<file path="src/rtl/norm_sched.sv">
// Round-robin, credit-based scheduler sharing one fixed-latency norm pipeline between requesters.
// Define NORM_SCHED_CHECK_EN to add a latency/ID consistency checker that also drives err.
module norm_sched #(
   parameter int unsigned NUM_REQ    = 4,
   parameter int unsigned TAG_W      = 16,
   parameter int unsigned FIFO_DEPTH = 8,
   parameter int unsigned NORM_LAT   = 43,
   localparam int unsigned IDX_W     = $clog2(NUM_REQ),
   localparam int unsigned ID_W      = IDX_W + TAG_W
) (
   input  logic                     clk,
   input  logic                     nrst,
   input  logic [NUM_REQ-1:0]       req_valid,
   output logic [NUM_REQ-1:0]       req_ready,
   input  logic [NUM_REQ*32-1:0]    req_dot_sum,
   input  logic [NUM_REQ*TAG_W-1:0] req_tag,
   output logic                     n_valid_in,
   output logic [31:0]              n_dot_sum,
   output logic [ID_W-1:0]          n_vec_id,
   input  logic                     n_valid_out,
   input  logic [31:0]              n_inv_sqrt,
   input  logic [ID_W-1:0]          n_id,
   output logic                     res_valid,
   input  logic                     res_ready,
   output logic [31:0]              res_data,
   output logic [IDX_W-1:0]         res_idx,
   output logic [TAG_W-1:0]         res_tag,
   input  logic                     drain,
   output logic                     drain_done,
   output logic                     busy,
   output logic                     err
);

   localparam int unsigned PTR_W = $clog2(FIFO_DEPTH);
   localparam int unsigned CNT_W = PTR_W + 1;
   localparam int unsigned ENT_W = 32 + ID_W;

   typedef enum logic [1:0] {StIdle, StRun, StDrain} state_e;

   state_e             state_q, state_d;
   logic [CNT_W-1:0]   reserved_q, reserved_d;
   logic [IDX_W-1:0]   last_q, last_d;
   logic               n_valid_in_q, n_valid_in_d;
   logic [31:0]        n_dot_sum_q, n_dot_sum_d;
   logic [ID_W-1:0]    n_vec_id_q, n_vec_id_d;
   logic [ENT_W-1:0]   mem_q [FIFO_DEPTH];
   logic [ENT_W-1:0]   mem_d [FIFO_DEPTH];
   logic [PTR_W-1:0]   wr_ptr_q, wr_ptr_d, rd_ptr_q, rd_ptr_d;
   logic [CNT_W-1:0]   count_q, count_d;
   logic               drain_seen_q, drain_seen_d;
   logic               drain_done_q, drain_done_d;
   logic               err_q, err_d;
`ifdef NORM_SCHED_CHECK_EN
   logic [NORM_LAT-1:0] vpipe_q, vpipe_d;
`endif

   logic [NUM_REQ-1:0] cand, grant;
   logic [IDX_W-1:0]   win_idx, pos;
   logic               xfer, pop, full, wr;

   // Round-robin search starting just after the last winner.
   always_comb begin
      cand = '0;
      if (reserved_q < CNT_W'(FIFO_DEPTH) && !drain && state_q != StDrain) cand = req_valid;
      grant   = '0;
      win_idx = '0;
      pos     = '0;
      for (int unsigned k = 0; k < NUM_REQ; k++) begin
         pos = IDX_W'((32'(last_q) + 32'd1 + k) % NUM_REQ);
         if (grant == '0 && cand[pos]) begin
            grant[pos] = 1'b1;
            win_idx    = pos;
         end
      end
   end

   assign xfer = |grant;
   assign pop  = (count_q != '0) && res_ready;
   assign full = count_q == CNT_W'(FIFO_DEPTH);
   assign wr   = n_valid_out && !full;

   always_comb begin
      reserved_d   = reserved_q + CNT_W'(xfer) - CNT_W'(pop);
      last_d       = xfer ? win_idx : last_q;
      n_valid_in_d = xfer;
      n_dot_sum_d  = xfer ? req_dot_sum[32*32'(win_idx) +: 32] : n_dot_sum_q;
      n_vec_id_d   = xfer ? {win_idx, req_tag[TAG_W*32'(win_idx) +: TAG_W]} : n_vec_id_q;

      mem_d = mem_q;
      if (wr) mem_d[wr_ptr_q] = {n_inv_sqrt, n_id};
      wr_ptr_d = wr_ptr_q + PTR_W'(wr);
      rd_ptr_d = rd_ptr_q + PTR_W'(pop);
      count_d  = count_q + CNT_W'(wr) - CNT_W'(pop);

      // Overflow is only reachable if norm produces results nobody reserved.
      err_d = err_q | (n_valid_out && full);
`ifdef NORM_SCHED_CHECK_EN
      vpipe_d = {vpipe_q[NORM_LAT-2:0], n_valid_in_q};
      if (vpipe_q[NORM_LAT-1] != n_valid_out) err_d = 1'b1;
      if (n_valid_out && (32'(n_id[ID_W-1 -: IDX_W]) >= NUM_REQ)) err_d = 1'b1;
`endif

      state_d      = state_q;
      drain_done_d = 1'b0;
      // A completed drain is not re-armed until drain drops.
      drain_seen_d = drain_seen_q && drain;
      unique case (state_q)
         StIdle: begin
            if (drain && !drain_seen_q) state_d = StDrain;
            else if (xfer)              state_d = StRun;
         end
         StRun: begin
            if (drain)                             state_d = StDrain;
            else if (reserved_q == '0 && !xfer)    state_d = StIdle;
         end
         StDrain: begin
            if (reserved_q == '0) begin
               state_d      = StIdle;
               drain_done_d = 1'b1;
               drain_seen_d = drain;
            end
         end
         default: state_d = StIdle;
      endcase
   end

   always_ff @(posedge clk or negedge nrst) begin
      if (!nrst) begin
         state_q      <= StIdle;
         reserved_q   <= '0;
         last_q       <= IDX_W'(NUM_REQ - 1);
         n_valid_in_q <= 1'b0;
         n_dot_sum_q  <= '0;
         n_vec_id_q   <= '0;
         for (int i = 0; i < FIFO_DEPTH; i++) mem_q[i] <= '0;
         wr_ptr_q     <= '0;
         rd_ptr_q     <= '0;
         count_q      <= '0;
         drain_seen_q <= 1'b0;
         drain_done_q <= 1'b0;
         err_q        <= 1'b0;
`ifdef NORM_SCHED_CHECK_EN
         vpipe_q      <= '0;
`endif
      end else begin
         state_q      <= state_d;
         reserved_q   <= reserved_d;
         last_q       <= last_d;
         n_valid_in_q <= n_valid_in_d;
         n_dot_sum_q  <= n_dot_sum_d;
         n_vec_id_q   <= n_vec_id_d;
         mem_q        <= mem_d;
         wr_ptr_q     <= wr_ptr_d;
         rd_ptr_q     <= rd_ptr_d;
         count_q      <= count_d;
         drain_seen_q <= drain_seen_d;
         drain_done_q <= drain_done_d;
         err_q        <= err_d;
`ifdef NORM_SCHED_CHECK_EN
         vpipe_q      <= vpipe_d;
`endif
      end
   end

   assign req_ready  = grant;
   assign n_valid_in = n_valid_in_q;
   assign n_dot_sum  = n_dot_sum_q;
   assign n_vec_id   = n_vec_id_q;
   assign res_valid  = count_q != '0;
   assign {res_data, res_idx, res_tag} = mem_q[rd_ptr_q];
   assign drain_done = drain_done_q;
   assign busy       = reserved_q != '0;
   assign err        = err_q;

endmodule
</file>
<file path="config.mk">
export PLATFORM = sky130hd
export DESIGN_NAME = norm_sched
export DESIGN_NICKNAME = d
export VERILOG_FILES = /design/src/rtl/norm_sched.sv
export SDC_FILE = /design/constraint.sdc
export NUM_CORES = 1
export LEC_CHECK = 0
export CORE_MARGIN = 5
export CORE_UTILIZATION = 45
export CTS_CLUSTER_DIAMETER = 200
export DETAILED_ROUTE_END_ITERATION = 6
export PLACE_DENSITY_LB_ADDON = 0.2
export SYNTH_ARGS = -nofsm -noshare
export SYNTH_HDL_FRONTEND = slang
export SYNTH_SLANG_ARGS = --single-unit
</file>
<file path="constraint.sdc">
create_clock -name clk -period 11.5 [get_ports clk]
set_input_delay 2.3 -clock clk [delete_from_list [all_inputs] [get_ports clk]]
set_output_delay 2.3 -clock clk [all_outputs]
set_load 0.005 [all_outputs]
</file>
==> results of run 1 <==
-- layout by cell type (no fill, tap or decap), types with 5 or more instances in the layout --
cell and count:
nand2_1 113, mux4_2 102, clkbuf_1 15, clkdlybuf4s50_1 358
a21oi_1 9, inv_1 22, clkbuf_16 52, o21ai_0 5
and2_0 36, a2111oi_0 46, diode_2 11, buf_4 22
mux2_2 454, nor2_1 58, and2_1 14, dfrtp_1 467
clkinv_2 8, ha_1 22, a311oi_1 46, clkbuf_8 12
-- area by class of cell --
cell class                 instances  area, um2
multi-input combinational        989      10320
clock buffer                      79       1523
tap                              672      840.8
fill                            4091      21440
clock inverter                    14      141.4
timing repair buffer             381       3764
antenna                           11      27.53
inverter                          23      88.84
sequential                       472      11820
-- routing by layer --
metal	up-vias	global-route usage (%)	share of wire (%)
li1	6617	-	-
met1	7859	29.56	42
met2	372	35.82	49
met3	114	5.536	5.6
met4	0	8.721	3.4
met5	-	0	0
-- flip-flops by register name (all words and copies together), names as in the netlist --
| signal | count |
|---|---|
| state_q | 2 |
| n_valid_in | 1 |
| drain_done | 1 |
| n_dot_sum | 32 |
| count_q | 4 |
| rd_ptr_q | 3 |
| wr_ptr_q | 3 |
| reserved_q | 4 |
| mem_q | 400 |
| err | 1 |
| drain_seen_q | 1 |
| n_vec_id | 18 |
| last_q | 2 |
-- worst max-delay path, stage by stage --
cell and delay [ps]:
clkdlybuf4s50_1 490, mux4_2 650, a2111o_1 480, a21oi_4 240
o21ai_0 120, a221oi_1 330, and2_1 200, nand3_1 90
nand2_1 100, clkdlybuf4s50_1 530
-- report_power, final --
part | leakage (nW) | switching, mW | total, mW | internal (mW)
clock | 0.820 | 0.658 | 1.61 | 0.954
combinational | 5.18 | 1.51 | 3.78 | 2.27
sequential | 5.62 | 0.507 | 3.02 | 2.52
-- path summary, 6_finish.rpt --
| path | start | end | slack [ps] | depth (start not counted) |
|---|---|---|---|---|
| max reg2reg | last_q[0] | reserved_q[2] | 6130 | 15 |
| min reg2reg | err | err | 460 | 1 |
| max in group asynchronous | nrst | mem_q[325] | 7390 | 3 |
| min | err | err | 460 | 1 |
| max | req_valid[2] | req_ready[2] | 3670 | 10 |
| min in group asynchronous | nrst | mem_q[154] | 1780 | 1 |
-- kinds of logic after synthesis --
| kind of cell | count (synthesis) | synth area share [%] |
|---|---|---|
| muxes | 560 | 32.87 |
| DFF | 472 | 52.12 |
| and+or+nand+nor | 258 | 5.310 |
| AOI/OAI and AO/OA | 141 | 5.553 |
| buffers and inverters | 138 | 2.528 |
| adders and majority gates | 24 | 1.391 |
| xor gates and xnor gates | 6 | 0.2318 |
-- stage by stage --
stage | instance area, um2 | setup WS (ps) | hold WS [ps]
3_3_place_gp | 26830 | 3761 | 456.9
5_1_grt | 28520 | 3472 | 471.9
4_1_cts | 28500 | 3717 | 468.0
6_report | 28530 | 3674 | 464.2
3_5_place_dp | 26830 | 3720 | 454.5
2_1_floorplan | 22670 | 5051 | 443.9
==> summary.md, run 1 <==
| Metric | Value |
|---|---|
| Post-synth top cells | `dfrtp_1, mux2_2, nand2_1` |
| GPL Wtd Cong | `0.8884` |
| Synth Register Bits | `472` |
| First-pass GRT wire length | `95.57 mm` |
| Power Density | `295.0 nW/um2` |
| Clock buffer depth | `3` |
| Area leader, netlist | `dfrtp_1` |
| Arr. time, crit path | `5530 ps` |
| Final core utilization | `57.09%` |
| Count leader, synth | `dfrtp_1` |
| Final hold violation count | `0` |
| Clock Pin Slew Worst Setup and Hold Paths | `60 ps` |
| Clk_lat worst skew | `580 ps` |
| Worst-path fanout max | `12` |
| Sum of negative setup slack | `0 ps` |
| Root Driver | `clkbuf_16` |
| Fin crit share | `68.05%` |
| VDD IR-drop max | `0.0001313 V` |
| Core footprint | `49970 um2` |
| Relative slew slack | `28.58%` |
| Fraction of layout cells with a size suffix above 1 | `35.29%` |
| Finished Layout Cells | `2641` |
| Tmin final | `7826 ps` |
| Avg Cell Area, Syn | `14.18 um2` |
| Clock sinks | `472` |
| Sequential area share after synthesis | `52.12%` |
| Port bufs | `359` |
| Total chip power | `8.415 mW` |
| Num CTS Buffers | `52` |
| MaxCap Viol Count | `0` |
| Clock Skew | `13.29 ps` |
| Post-route ant nets | `0` |
| Startpoint Class | `input pin` |
| Syn Nets | `1874` |
| # resized after CTS | `0` |
| Status | `finished, final reports clean` |
| Syn-to-layout area delta | `25.85%` |
| Overall routed net length | `60.92 mm` |
| Initial antenna violation count | `11` |
| Leak | `11.62 nW` |
| TritonCTS clock tree | `built` |
| Final setup viols | `0` |
| Ys Warns | `0` |
| Die height | `234.4 um` |
| Gr usage total | `22.32%` |
| Grt ovf | `0` |
| Worst-margin pin slew | `1071 ps` |
| Placed cells | `2537` |
| Max Clk Rate | `127.8 MHz` |
| Critical path type | `in -> out` |
| Drt initial violations | `874` |
| Wirelength per Cell | `23.07 um` |
| Initial Util | `45.36%` |
| Die footprint | `54960 um2` |
| Row count | `82` |
| Die width | `234.4 um` |
| Count of cell types in the netlist | `61` |
| Async S/R FF share, synth | `100.0%` |
| Post-Syn Instances | `1599` |
| Cell area after synthesis | `22670 um2` |
| First-pass DRT Iterations | `4` |
| Hold Buf Count CTS | `0` |
| Synth top area cells | `dfrtp_1, mux2_2, mux4_2` |
| CP required | `9200 ps` |
| Nets | `2194` |
| Worst setup EP type | `output port` |
| Total setup buffers inserted after CTS | `0` |
| # IOs | `360` |
| DRC Markers | `0` |
| Final slew viol count | `0` |
| Top cell type's share of synthesized area | `51.89%` |
| Vias in the first global route | `16270` |
| DR vias/cell | `5.665` |
| EDFF count, synth | `0` |
| Largest net degree at the start of global routing | `107` |
| Via count | `14960` |
| Min-delay worst type | `reg -> reg` |
| Htree depth | `2` |
| Post-DP HPWL | `38.77 mm` |
| Top FF cell, synth | `dfrtp_1` |
| RSZ-0062 raised after global routing | `no` |
Note: power is estimated with default switching activity, not from simulation.
==> run 2: changes to the inputs <==
==> constraint.sdc (replaced) <==
create_clock -name clk -period 7.2 [get_ports clk]
set_input_delay 1.44 -clock clk [delete_from_list [all_inputs] [get_ports clk]]
set_output_delay 1.44 -clock clk [all_outputs]
set_load 0.005 [all_outputs]
==> run 2 against run 1 <==
Via count is 0.48% lower. First-iteration DRC count grew 3.7%. Register-to-register slack worse by 4700 ps. Count of clock-buffer cells in the layout increased by 1. Largest power group unchanged.
==> summary.md, run 2 (synthesis results as in run 1) <==
| Metric | Value |
|---|---|
| Wirelength per Cell | `23.32 um (was 23.07 um)` |
| CP max stage cell | `dfstp_2 (was mux4_2)` |
| RSZ-0062 raised after global routing | `no (unchanged)` |
| Clock Pin Slew Worst Setup and Hold Paths | `60 ps (about the same)` |
| Initial antenna violation count | `8 (was 11)` |
| VDD IR-drop max | `0.0002206 V (was 0.0001313 V)` |
| Clk_lat worst skew | `580 ps (about the same)` |
| Htree depth | `2 (unchanged)` |
| Final slew viol count | `0 (unchanged)` |
| Drt initial violations | `906 (was 874)` |
| Max Clk Rate | `158.1 MHz` |
| TritonCTS clock tree | `built (unchanged)` |
| MaxCap Viol Count | `0 (unchanged)` |
| Power Density | `472.3 nW/um2 (was 295.0 nW/um2)` |
| Most flops, register | `mem_q (unchanged)` |
| Total chip power | `13.50 mW (was 8.415 mW)` |
| Fin crit share | `87.84%` |
| Sequence of cells on the critical path | `inv_1, ha_1, mux4_2, or3_4, a21oi_4, o21ai_0, a221oi_1, and2_1, nand3_1, nand2_1, clkdlybuf4s50_1 (was clkdlybuf4s50_1, mux4_2, a2111o_1, a21oi_4, o21ai_0, a221oi_1, and2_1, nand3_1, nand2_1, clkdlybuf4s50_1)` |
| Critical path type | `reg -> out (was in -> out)` |
| Worst-margin pin slew | `1189 ps (was 1071 ps)` |
| Clock Skew | `11.89 ps (was 13.29 ps)` |
| Post-route ant nets | `0 (unchanged)` |
| Grt ovf | `0 (unchanged)` |
| DRC Markers | `0 (unchanged)` |
| Tmin final | `6325 ps` |
| Die width | `234.4 um (unchanged)` |
| Leak | `11.65 nW (was 11.62 nW)` |
| Num CTS Buffers | `51 (was 52)` |
| Largest net degree at the start of global routing | `134 (was 107)` |
| Commonest non-fill, non-tap cell in the layout | `dfrtp_1 (unchanged)` |
| Clock sinks | `472 (unchanged)` |
| # IOs | `360 (unchanged)` |
| Worst setup EP type | `output port (unchanged)` |
| CP required | `5760 ps (was 9200 ps)` |
| Clock buffer depth | `3 (unchanged)` |
| Hold Buf Count CTS | `0 (unchanged)` |
| Port bufs | `359 (unchanged)` |
| Worst path max stage delay | `730 ps (was 650 ps)` |
| Status | `finished, final reports clean (unchanged)` |
| Most frequent cells in the layout | `dfrtp_1, mux2_2, clkdlybuf4s50_1 (unchanged)` |
| Nets | `2195 (was 2194)` |
| Post-DP HPWL | `39.83 mm (was 38.77 mm)` |
| Sum of negative setup slack | `0 ps (unchanged)` |
| Root Driver | `clkbuf_16 (unchanged)` |
| Vias in the first global route | `15980 (was 16270)` |
| Finished Layout Cells | `2636 (was 2641)` |
| Fraction of layout cells with a size suffix above 1 | `35.21% (was 35.29%)` |
| Final setup viols | `0 (unchanged)` |
| Overall routed net length | `61.48 mm (was 60.92 mm)` |
| Min-delay worst type | `reg -> reg (unchanged)` |
| Relative slew slack | `20.72% (was 28.58%)` |
| # resized after CTS | `0 (unchanged)` |
| Die footprint | `54960 um2 (unchanged)` |
| Die height | `234.4 um (unchanged)` |
| Syn-to-layout area delta | `26.10% (was 25.85%)` |
| Hold_ws | `464.5 ps (was 464.2 ps)` |
| DR vias/cell | `5.649 (was 5.665)` |
| First-pass DRT Iterations | `5 (was 4)` |
| Row count | `82 (unchanged)` |
| Via count | `14890 (was 14960)` |
| GPL Wtd Cong | `0.9358 (was 0.8884)` |
| Gr usage total | `22.66% (was 22.32%)` |
| Worst-path fanout max | `13 (was 12)` |
| First-pass GRT wire length | `96.88 mm (was 95.57 mm)` |
| Largest register FFs | `400 (unchanged)` |
| Placed cells | `2539 (was 2537)` |
| Total setup buffers inserted after CTS | `0 (unchanged)` |
| Startpoint Class | `flip-flop (was input pin)` |
| Core footprint | `49970 um2 (unchanged)` |
| Final hold violation count | `0 (unchanged)` |
| Initial Util | `45.36% (unchanged)` |
| Arr. time, crit path | `4880 ps (was 5530 ps)` |
-- run 2: cell count changes in the layout (fill, tap and decap cells not counted), moves of 2 or more --
cell	delta
clkinv_2	-2
buf_12	+4
buf_4	-2
diode_2	-4
-- run 2: critical path, delay by kind of cell, from the launching register on --
| kind | cells | cell delay (ps) |
|---|---|---|
| simple gates | 4 | 850 |
| buf+inv | 2 | 810 |
| flops | 1 | 730 |
| mux | 1 | 700 |
| compound gates | 3 | 680 |
| fa+ha+maj | 1 | 550 |
-- run 2: report_power, final --
part,total [mW],switching [mW],internal [mW],leakage (nW)
Sequential,4.86,0.846,4.02,5.62
Combinational,6.03,2.38,3.65,5.21
Clock,2.61,1.04,1.56,0.817
Total,13.5,4.27,9.23,11.6
-- run 2: final timing paths --
kind,cells after the start,slack (ps),to,start
setup / recovery,11,880,req_ready[2],last_q[0]
max in group asynchronous,2,4590,mem_q[227],nrst
setup reg to reg,15,1420,reserved_q[2],last_q[0]
min in group asynchronous,1,880,mem_q[354],nrst
hold reg to reg,1,460,err,err
hold / removal,1,460,err,err
-- run 2: area by class of cell --
cell class	instances	area, um2
fill	4025	21380
clock buffer	80	1538
timing repair buffer	383	3829
inverter	23	88.84
antenna	7	17.52
clock inverter	10	127.6
multi-input combinational	989	10320
sequential	472	11820
tap	672	840.8
-- run 2: metrics by stage --
step           setup WS [ps]  instance area (um2)  utilization (%)
2_1_floorplan           2471                22670                -
3_3_place_gp            1155                26900            53.84
3_5_place_dp            1141                26900            53.84
4_1_cts                873.7                28560            57.17
5_1_grt                645.4                28580            57.20
6_report               875.4                28580            57.20
-- run 2: metal layers --
| metal | global-route usage [%] | vias to the layer above | share of wire [%] |
|---|---|---|---|
| met1 | 31.05 | 7793 | 44 |
| met2 | 37.42 | 370 | 49 |
| met5 | 0 | - | 0.034 |
| li1 | - | 6628 | - |
| met3 | 4.294 | 95 | 5.1 |
| met4 | 6.313 | 4 | 2.4 |
==> run 3: changes to the inputs <==
--- a/config.mk
+++ b/config.mk
@@ -5,10 +5,10 @@
 export SDC_FILE = /design/constraint.sdc
 export NUM_CORES = 1
 export LEC_CHECK = 0
-export CORE_MARGIN = 5
 export CORE_UTILIZATION = 45
 export CTS_CLUSTER_DIAMETER = 200
 export DETAILED_ROUTE_END_ITERATION = 6
+export DONT_BUFFER_PORTS = 1
 export PLACE_DENSITY_LB_ADDON = 0.2
 export SYNTH_ARGS = -nofsm -noshare
 export SYNTH_HDL_FRONTEND = slang
==> constraint.sdc (replaced) <==
create_clock -name clk -period 7.6 [get_ports clk]
set_input_delay 1.52 -clock clk [delete_from_list [all_inputs] [get_ports clk]]
set_output_delay 1.52 -clock clk [all_outputs]
set_load 0.005 [all_outputs]
==> run 3 against run 2 <==
The flow now finishes with violations (max-slew violations). Cell area shrank 13%. First-iteration DRC count shrank 7.5%. Sequential share of layout area up 6.0 points. Clock skew up 3.1 ps.
==> summary.md, run 3 (synthesis results as in run 1) <==
| Metric | Value |
|---|---|
| Max Clk Rate | `170.8 MHz` |
| Clock buffer depth | `3 (unchanged)` |
| Leak | `10.23 nW (was 11.65 nW)` |
| Worst-margin pin slew | `1695 ps (was 1189 ps)` |
| Initial Util | `45.92% (was 45.36%)` |
| Overall routed net length | `55.80 mm (was 61.48 mm)` |
| Via count | `13600 (was 14890)` |
| Post-route ant nets | `0 (unchanged)` |
| TritonCTS clock tree | `built (unchanged)` |
| Clock Skew | `14.97 ps (was 11.89 ps)` |
| Power Density | `468.1 nW/um2 (was 472.3 nW/um2)` |
| Final core utilization | `50.54% (was 57.20%)` |
| Sw power | `3.772 mW (was 4.271 mW)` |
| Vias in the first global route | `14420 (was 15980)` |
| Most flops, register | `mem_q (unchanged)` |
| Setup ws final | `1745 ps (was 875.4 ps)` |
| Row count | `81 (was 82)` |
| Syn-to-layout area delta | `10.06% (was 26.10%)` |
| Violated checks | `max-slew violations` |
| GPL Wtd Cong | `0.9784 (was 0.9358)` |
| Commonest non-fill, non-tap cell in the layout | `dfrtp_1 (unchanged)` |
| Clk_lat worst skew | `590 ps (was 580 ps)` |
| Largest net degree at the start of global routing | `473 (was 134)` |
| VDD IR-drop max | `0.0002067 V (was 0.0002206 V)` |
| Clock sinks | `472 (unchanged)` |
| Placed Instance Area | `23220 um2 (was 26900 um2)` |
| Clock Pin Slew Worst Setup and Hold Paths | `60 ps (about the same)` |
| Placed cells | `2167 (was 2539)` |
| DR vias/cell | `6.000 (was 5.649)` |
| Die height | `226.4 um (was 234.4 um)` |
| Die width | `226.4 um (was 234.4 um)` |
| Relative slew slack | `-13.02% (was 20.72%)` |
| Worst slack, placed | `2069 ps (was 1141 ps)` |
| Startpoint Class | `flip-flop (unchanged)` |
| DRC Markers | `0 (unchanged)` |
| Final hold violation count | `0 (unchanged)` |
| Status | `complete, but fails checks (was finished, final reports clean)` |
| Largest register FFs | `400 (unchanged)` |
| Logic pwr share | `38.7% (was 44.7%)` |
| Initial antenna violation count | `7 (was 8)` |
| First-pass GRT wire length | `87.22 mm (was 96.88 mm)` |
| Finished Layout Cells | `2266 (was 2636)` |
| Worst-path fanout max | `13 (unchanged)` |
| Htree depth | `2 (unchanged)` |
| Worst setup EP type | `output port (unchanged)` |
| # IOs | `360 (unchanged)` |
| Most frequent cells in the layout | `dfrtp_1, mux2_2, nand2_1 (was dfrtp_1, mux2_2, clkdlybuf4s50_1)` |
| Arr. time, crit path | `4340 ps (was 4880 ps)` |
| Final slew viol count | `185 (was 0)` |
| Nets | `1831 (was 2195)` |
| Gr usage total | `22.36% (was 22.66%)` |
| Pint | `7.906 mW (was 9.228 mW)` |
| Post-DP HPWL | `34.72 mm (was 39.83 mm)` |
| Final setup viols | `0 (unchanged)` |
| # resized after CTS | `0 (unchanged)` |
| Critical path type | `reg -> out (unchanged)` |
| Fraction of layout cells with a size suffix above 1 | `42.96% (was 35.21%)` |
| Min-delay worst type | `reg -> reg (unchanged)` |
| Clock power share | `21.6% (was 19.3%)` |
| Sw frac | `32.30% (was 31.64%)` |
| CP required | `6080 ps (was 5760 ps)` |
| First-pass DRT Iterations | `5 (unchanged)` |
| Grt ovf | `0 (unchanged)` |
| Fin crit share | `77.04%` |
| RSZ-0062 raised after global routing | `no (unchanged)` |
| Root Driver | `clkbuf_16 (unchanged)` |
| FF-to-FF setup slack | `2040 ps (was 1420 ps)` |
| Num CTS Buffers | `51 (unchanged)` |
| Wirelength per Cell | `24.63 um (was 23.32 um)` |
| Die footprint | `51270 um2 (was 54960 um2)` |
| Drt initial violations | `838 (was 906)` |
| Tmin final | `5855 ps` |
| Seq pwr share | `39.7% (was 36.0%)` |
| Sum of negative setup slack | `0 ps (unchanged)` |
| Hold Buf Count CTS | `0 (unchanged)` |
| Total setup buffers inserted after CTS | `0 (unchanged)` |
| Port bufs | `0 (was 359)` |
| Post-route cell area | `24950 um2 (was 28580 um2)` |
| MaxCap Viol Count | `0 (unchanged)` |
| Core footprint | `49360 um2 (was 49970 um2)` |
-- run 3: final cells by class --
| type | count | area [um2] |
|---|---|---|
| clock inverter | 15 | 215.2 |
| tap | 664 | 830.8 |
| fill | 4214 | 24410 |
| clock buffer | 79 | 1503 |
| timing repair buffer | 19 | 155.1 |
| sequential | 472 | 11820 |
| multi-input combinational | 989 | 10320 |
| inverter | 23 | 88.84 |
| antenna | 5 | 12.51 |
-- run 3: critical path, stage by stage, from the launching register on --
cell and delay, ps:
dfstp_2 710, inv_1 250, ha_1 530, mux4_2 690, a2111o_1 470, a21oi_4 230
o21ai_0 120, a221oi_1 290, and2_1 200, nand3_1 90, nand2_1 160
-- run 3: per-stage QoR --
step	hold WS, ps	power (mW)
2_1_floorplan	443.9	8.114
3_3_place_gp	467.3	9.083
3_5_place_dp	484.9	9.267
4_1_cts	495.7	11.83
5_1_grt	511.5	12.46
6_report	497.0	11.68
-- run 3: power groups by stage --
stage	Combinational, mW	Sequential [mW]	Clock [mW]
after floorplan	3.85	4.26	0
after global placement	4.46	4.62	0
after detailed placement	4.57	4.69	0
after CTS	4.59	4.65	2.60
after global routing	4.93	4.82	2.70
final	4.52	4.63	2.53
-- run 3: routing by layer --
| metal | track usage [%] | wire length (um) | vias to the layer above |
|---|---|---|---|
| met5 | 0 | 10 | - |
| met4 | 7.716 | 1625 | 2 |
| li1 | - | - | 5893 |
| met3 | 6.220 | 3930 | 105 |
| met2 | 35.28 | 26260 | 374 |
| met1 | 29.63 | 23980 | 7221 |
-- run 3: path summary, 6_finish.rpt --
| kind | start | to | cells past startpoint |
|---|---|---|---|
| max | last_q[0] | req_ready[3] | 10 |
| min | state_q[1] | state_q[0] | 1 |
| max reg2reg | last_q[0] | n_dot_sum[29] | 13 |
| min reg2reg | state_q[1] | state_q[0] | 1 |
| max in group asynchronous | nrst | n_dot_sum[24] | 0 |
| min in group asynchronous | nrst | mem_q[356] | 0 |
==> RTL edit 1, RTL diff (settings of run 3) <==
Build with the macro `NORM_SCHED_CHECK_EN` defined.
--- a/src/rtl/norm_sched.sv
+++ b/src/rtl/norm_sched.sv
@@ -1,4 +1,6 @@
 // Round-robin, credit-based scheduler sharing one fixed-latency norm pipeline between requesters.
 // Define NORM_SCHED_CHECK_EN to add a latency/ID consistency checker that also drives err.
+`define NORM_SCHED_CHECK_EN
+
 module norm_sched #(
    parameter int unsigned NUM_REQ    = 4,
Check against the original RTL: not settled (the Yosys comparison gave no result); the edit may change what the design does.
==> RTL edit 1 against run 3 <==
  * The flow still finishes with violations (slew limit)
  * Synthesized area increased by 11%
  * Clock power increased by 7%
  * Core utilization decreased by 0.60 points
  * Wire length increased by 14%
  * Cell area increased by 10%
  * Critical endpoint unchanged
  * Critical path type unchanged
  * Die area increased by 10%
  * Highest routed layer unchanged
  * Total power increased by 7.3%
  * Non-clock buffer count increased by 1
  * Sequential cell count increased by 43
  * Final cell count increased by 8.2%
  * Setup slack improved by 0.022 ns
  * Global-route usage increased by 0.34 points
==> RTL edit 1: results (changes against run 3) <==
Status
  • Outcome: complete, but fails checks
  • Failing checks: slew limit

Global route
  • Gr usage total: 22.7% (+0.34 points)
  • Global-route wire length before repair: 99000 um (+13%)
  • Vias in the first global route: 16181 (+12%)
  • Initial antenna violation count: 7 (unchanged)
  • Largest net degree at the start of global routing: 516 (+9.1%)

Synthesis
  • Sequential fraction of the synthesis area: 51.4% (-0.67 points)
  • Netlist cell types: 63 (+3.3%)
  • Largest cells by area after synthesis: dfrtp_1 (51%), mux2_2 (23%), mux4_2 (9.2%)
  • YS warnings: 0 (unchanged)
  • Most used flip-flop cell after synthesis: dfrtp_1
  • Mapped Nets: 1987 (+6.0%)
  • Synth top cells by count: dfrtp_1 (513), mux2_2 (503), mux4_2 (102)

Place
  • Number of port buffers: 0 (unchanged)
  • GPL Wtd Cong: 0.910 (-7.0%)
  • HPWL after detailed placement: 36900 um (+6.3%)

Final layout
  • Layout net count: 1929 (+5.4%)
  • Share of cells above drive strength 1: 46.3% (+3.3 points)
  • Number of flip-flops in the largest register: 400 (unchanged)
  • Fill count: 4773 (+13%)

CTS
  • Clk pin slew, worst setup/hold paths: 0.06 ns (about the same)
  • Worst skew pair latency: 0.60 ns
  • Cts hold-fix bufs: 0 (unchanged)
  • Clock Tree Root: clkbuf_16
  • TritonCTS clock tree: built
  • CTS buffer count: 55 (+7.8%)

Worst setup path
  • FF-to-FF End: n_vec_id[11]$_DFFE_PN0P_
  • Origin of the worst setup path: last_q[0]$_DFFE_PN1P_
  • Worst Path Arrival: 4.31 ns (-0.03 ns)
  • Worst reg2reg setup slack: 2.23 ns (+0.19 ns)
  • FF-to-FF path depth: 11 (-2)
  • Crit-path max FO: 60 (+47)

Route
  • First-iteration detailed-routing DRC count: 793 (-5.4%)
  • Drt pass-1 iters: 5 (unchanged)
  • Wire length per cell: 26.0 um (+5.8%)
  • Via count: 15198 (+12%)

Power and ir drop
  • Maximum VDD drop: 0.000217 V (+4.8%)
  • Static leakage: 11.2 nW (+9.0%)

Timing
  • Slew Limit Fails: 39 (-79%)
  • Clk_skew: 0.0143 ns (-0.000643 ns)
  • Slew @ Worst Pin: 1.52 ns (-0.180 ns)
  • Final hold slack: 0.344 ns (-0.153 ns)

Hold path
  • WHS Path Cells: 0 (-1)
  • Worst min-delay path class: flip-flop to flip-flop
  • Worst Hold Launch: vpipe_q[26]$_DFF_PN0_
  • Worst Hold End: vpipe_q[27]$_DFF_PN0_
==> RTL edit 1: cell count changes in the layout (fill, tap and decap cells not counted), moves of 47 or more <==
cell	change
a2111o_1	+47
a221oi_1	+96
mux2_2	+49
nand2_1	-99
o221a_2	+48
==> RTL edit 1: through the flow <==
stage	cells	power [mW]	util, %	cell area [um^2]	setup slack [ns]
2_1_floorplan	1712	8.69	-	25100	2.73
3_3_place_gp	2345	9.73	46.6	25700	2.19
3_5_place_dp	2345	9.93	46.6	25700	2.19
4_1_cts	2446	12.7	49.9	27500	1.80
5_1_grt	2451	13.3	49.9	27500	1.56
6_report	2451	12.5	49.9	27500	1.77
==> RTL edit 1: report_power, final <==
| part | internal, mW | total [mW] | leakage [nW] | switching, mW |
|---|---|---|---|---|
| clock | 1.60 | 2.70 | 0.901 | 1.09 |
| sequential | 4.06 | 4.92 | 6.19 | 0.855 |
| combinational | 2.84 | 4.91 | 4.06 | 2.07 |
| total | 8.51 | 12.5 | 11.2 | 4.02 |
==> RTL edit 1: cell type report <==
class | instances | area [um^2] | area share (%)
clock inverter | 12 | 163 | 0.591
timing repair buffer | 20 | 163 | 0.591
tap | 748 | 936 | 3.40
sequential | 515 | 12900 | 46.9
inverter | 20 | 75.1 | 0.273
clock buffer | 89 | 1680 | 6.09
antenna | 5 | 12.5 | 0.0455
multi-input combinational | 1042 | 11600 | 42.1
==> RTL edit 1: layer usage <==
metal | wire [um] | track usage (%) | part of all wire, %
met1 | 26200 | 28.8 | 41
met2 | 30000 | 36.1 | 47
met3 | 5070 | 7.05 | 7.9
met4 | 2480 | 9.21 | 3.9
met5 | 26 | 0 | 0.041
==> RTL edit 1: worst max-delay path, stage by stage, from the launching register on <==
cell,delay (ns)
dfstp_2,0.54
buf_4,0.61
ha_1,0.44
or2_1,0.19
mux2i_1,0.28
o21ai_0,0.19
a221oi_1,0.40
nand4_1,0.32
nor2_2,0.38
a221o_1,0.36
==> RTL edit 1: kinds of logic after synthesis <==
group	count (synthesis)	share of synthesized area [%]
fa+ha+maj	24	1.26
simple gates	166	3.40
compound gates	235	9.05
mux	610	32.0
buf+inv	155	2.63
flops	515	51.4
xor+xnor	7	0.245
==> RTL edit 1: how the worst max path moves through the flow <==
stage                                    to  slack [ns]  cells after the start
finish                         req_ready[3]        1.77                      9
global route                   req_ready[3]        1.56                      9
CTS                            req_ready[3]        1.80                      9
detailed placement  reserved_q[2]$_DFF_PN0_        2.19                     13
global placement    reserved_q[1]$_DFF_PN0_        2.19                     13
floorplan                      req_ready[3]        2.73                     12
==> RTL edit 2, RTL diff (settings of run 3) <==
Made on the original files. Take the reset off `n_dot_sum_q` and load it in a clocked block of its own.
--- a/src/rtl/norm_sched.sv
+++ b/src/rtl/norm_sched.sv
@@ -131,5 +131,4 @@
          last_q       <= IDX_W'(NUM_REQ - 1);
          n_valid_in_q <= 1'b0;
-         n_dot_sum_q  <= '0;
          n_vec_id_q   <= '0;
          for (int i = 0; i < FIFO_DEPTH; i++) mem_q[i] <= '0;
@@ -148,5 +147,4 @@
          last_q       <= last_d;
          n_valid_in_q <= n_valid_in_d;
-         n_dot_sum_q  <= n_dot_sum_d;
          n_vec_id_q   <= n_vec_id_d;
          mem_q        <= mem_d;
@@ -163,4 +161,8 @@
    end
 
+   always_ff @(posedge clk) begin
+      n_dot_sum_q <= n_dot_sum_d;
+   end
+
    assign req_ready  = grant;
    assign n_valid_in = n_valid_in_q;
Function: not settled (the Yosys comparison gave no result); the edit may change what the design does.
==> RTL edit 2 against run 3 <==
  * Synthesized area is 0.51% higher
  * Highest routed layer is now met4
  * Critical endpoint is now n_dot_sum[8]$_DFFE_PP_
  * Setup slack better by 0.11 ns
  * Sequential power is 1% lower
  * Wire length is 0.84% higher
  * Total power is 0.74% lower
  * Largest cell class unchanged
  * Sequential cell count stayed put
  * The run still ends with slew limit left
  * Cell area is 0.36% higher
==> RTL edit 2: results (changes against run 3) <==
Status
  • Outcome: complete, but fails checks
  • Failing checks: slew limit

Worst setup path
  • FF-to-FF path depth: 12 (-1)
  • Top delay family on crit path: simple AND/OR/NAND/NOR gates
  • CP max-delay cell: buf_4
  • Crit-path max cell delay: 0.87 ns (+0.16 ns)
  • Worst reg2reg setup slack: 1.85 ns (-0.19 ns)
  • FF-to-FF End: n_dot_sum[8]$_DFFE_PP_
  • Worst Path Arrival: 6.05 ns (+1.71 ns)
  • Crit-path max FO: 66 (+53)

Final layout
  • Seq. cell area: 12000 um^2 (+1.4%)
  • #MultiIn Comb: 865 (-13%)
  • Share of cells above drive strength 1: 46.8% (+3.8 points)
  • Clkbuf count: 77 (-2.5%)
  • Layout net count: 1722 (-6.0%)
  • Buffers excl. clock: 20 (+1)
  • ANT cells: 15 (+10)
  • Fill count: 4314 (+2.4%)
  • Clock-cell share: 6.45% (-0.44 points)
  • Multi-input logic area: 10300 um^2 (-0.58%)
  • Fraction of cell area in non-clock buffers: 0.650% (+0.028 points)
  • Inverters: 37 (+61%)

Synthesis
  • Synth top cells by count: mux2_2 (452), dfrtp_1 (438), mux2i_1 (114)
  • Compound-cell area share of the yosys netlist: 3.50% (-2.0 points)
  • Netlist cell types: 62 (+1.6%)
  • Largest cells by area after synthesis: dfrtp_1 (48%), mux2_2 (22%), mux4_2 (10%)
  • Mapped Nets: 1751 (-6.6%)
  • XOR/XNOR Fraction of Synth Area: 0.231% (-0.0012 points)
  • Post-synthesis mux area share: 37.5% (+4.7 points)
  • EDFF count, synth: 32 (+32)
  • Sequential fraction of the synthesis area: 52.6% (+0.44 points)
  • Post-Synth Adder-Cell Area: 1.38% (-0.0070 points)
  • Async SR Flop Fraction: 93.2% (-6.8 points)

Power and ir drop
  • Maximum VDD drop: 0.000266 V (+29%)
  • Logic gate share of total power: 39.7% (+1.0 points)
  • Static leakage: 10.3 nW (+0.79%)
  • Sequential Power Share: 39.5% (-0.2 points)
  • Psw: 3.70 mW (-1.8%)

Global route
  • Initial antenna violation count: 19 (+12)
  • Global-route wire length before repair: 84300 um (-3.3%)
  • Largest net degree at the start of global routing: 441 (-6.8%)
  • Vias in the first global route: 13604 (-5.7%)
  • Gr usage total: 21.9% (-0.41 points)

Route
  • First-iteration detailed-routing DRC count: 738 (-12%)
  • Via count: 12701 (-6.6%)
  • Wire length per cell: 25.9 um (+5.3%)

Timing
  • Slew margin rel.: -26.8% (-14 points)
  • Clk_skew: 0.0125 ns (-0.00242 ns)
  • Final hold slack: 0.464 ns (-0.0325 ns)
  • Slew Limit Fails: 207 (+12%)

Place
  • Placed cell area: 23400 um^2 (+0.72%)
  • GPL Wtd Cong: 0.854 (-13%)
  • HPWL after detailed placement: 34200 um (-1.4%)

CTS
  • Post-CTS sizing: 0 (unchanged)

Hold path
  • WHS Path Cells: 1 (unchanged)
  • Worst min-delay path class: flip-flop to flip-flop

Floorplanning
  • Area of the die: 51500 um^2 (+0.50%)
[RTL edit 2: cell types whose count changed after synthesis, sizes merged, moves of 17 or more]
cell / before / now
a2111oi: 48 / 18
a311oi: 49 / 0
and2: 52 / 4
dfrtp: 470 / 438
edfxtp: 0 / 32
mux2i: 4 / 114
nand2: 115 / 22
nor2: 58 / 14
nor3b: 0 / 17
[RTL edit 2: cells by family after synthesis]
| kind of cell | after synthesis |
|---|---|
| multiplexers | 669 |
| flip-flops | 472 |
| AND/OR/NAND/NOR | 86 |
| buffers and inverters | 139 |
| AO/OA/AOI/OAI | 80 |
| XOR/XNOR | 6 |
| adder cells (fa/ha/maj) | 24 |
[RTL edit 2: metrics by stage]
| stage | instances | util, % | total power, mW |
|---|---|---|---|
| floorplan | 1476 | - | 8.18 |
| global placement | 2066 | 46.7 | 9.13 |
| detailed placement | 2066 | 46.7 | 9.31 |
| CTS | 2155 | 49.9 | 11.8 |
| global route | 2169 | 50.0 | 12.3 |
| finish | 2170 | 50.0 | 11.6 |
[RTL edit 2: worst max-delay path by stage]
stage / start / end / slack [ns]
CTS: last_q[0]$_DFFE_PN1P_ / req_ready[1] / 1.87
global placement: req_valid[2] / n_dot_sum[13]$_DFFE_PP_ / 2.12
finish: last_q[0]$_DFFE_PN1P_ / n_dot_sum[8]$_DFFE_PP_ / 1.85
floorplan: req_valid[2] / reserved_q[2]$_DFF_PN0_ / 2.63
global route: last_q[0]$_DFFE_PN1P_ / n_dot_sum[18]$_DFFE_PP_ / 1.49
detailed placement: last_q[0]$_DFFE_PN1P_ / n_dot_sum[8]$_DFFE_PP_ / 1.93
[RTL edit 2: layer usage]
metal,track usage (%),vias to the layer above,share of wire (%)
li1,-,5544,-
met1,26.0,6701,39
met2,36.7,361,50
met3,6.07,95,7.0
met4,10.8,0,3.7
met5,0,-,0
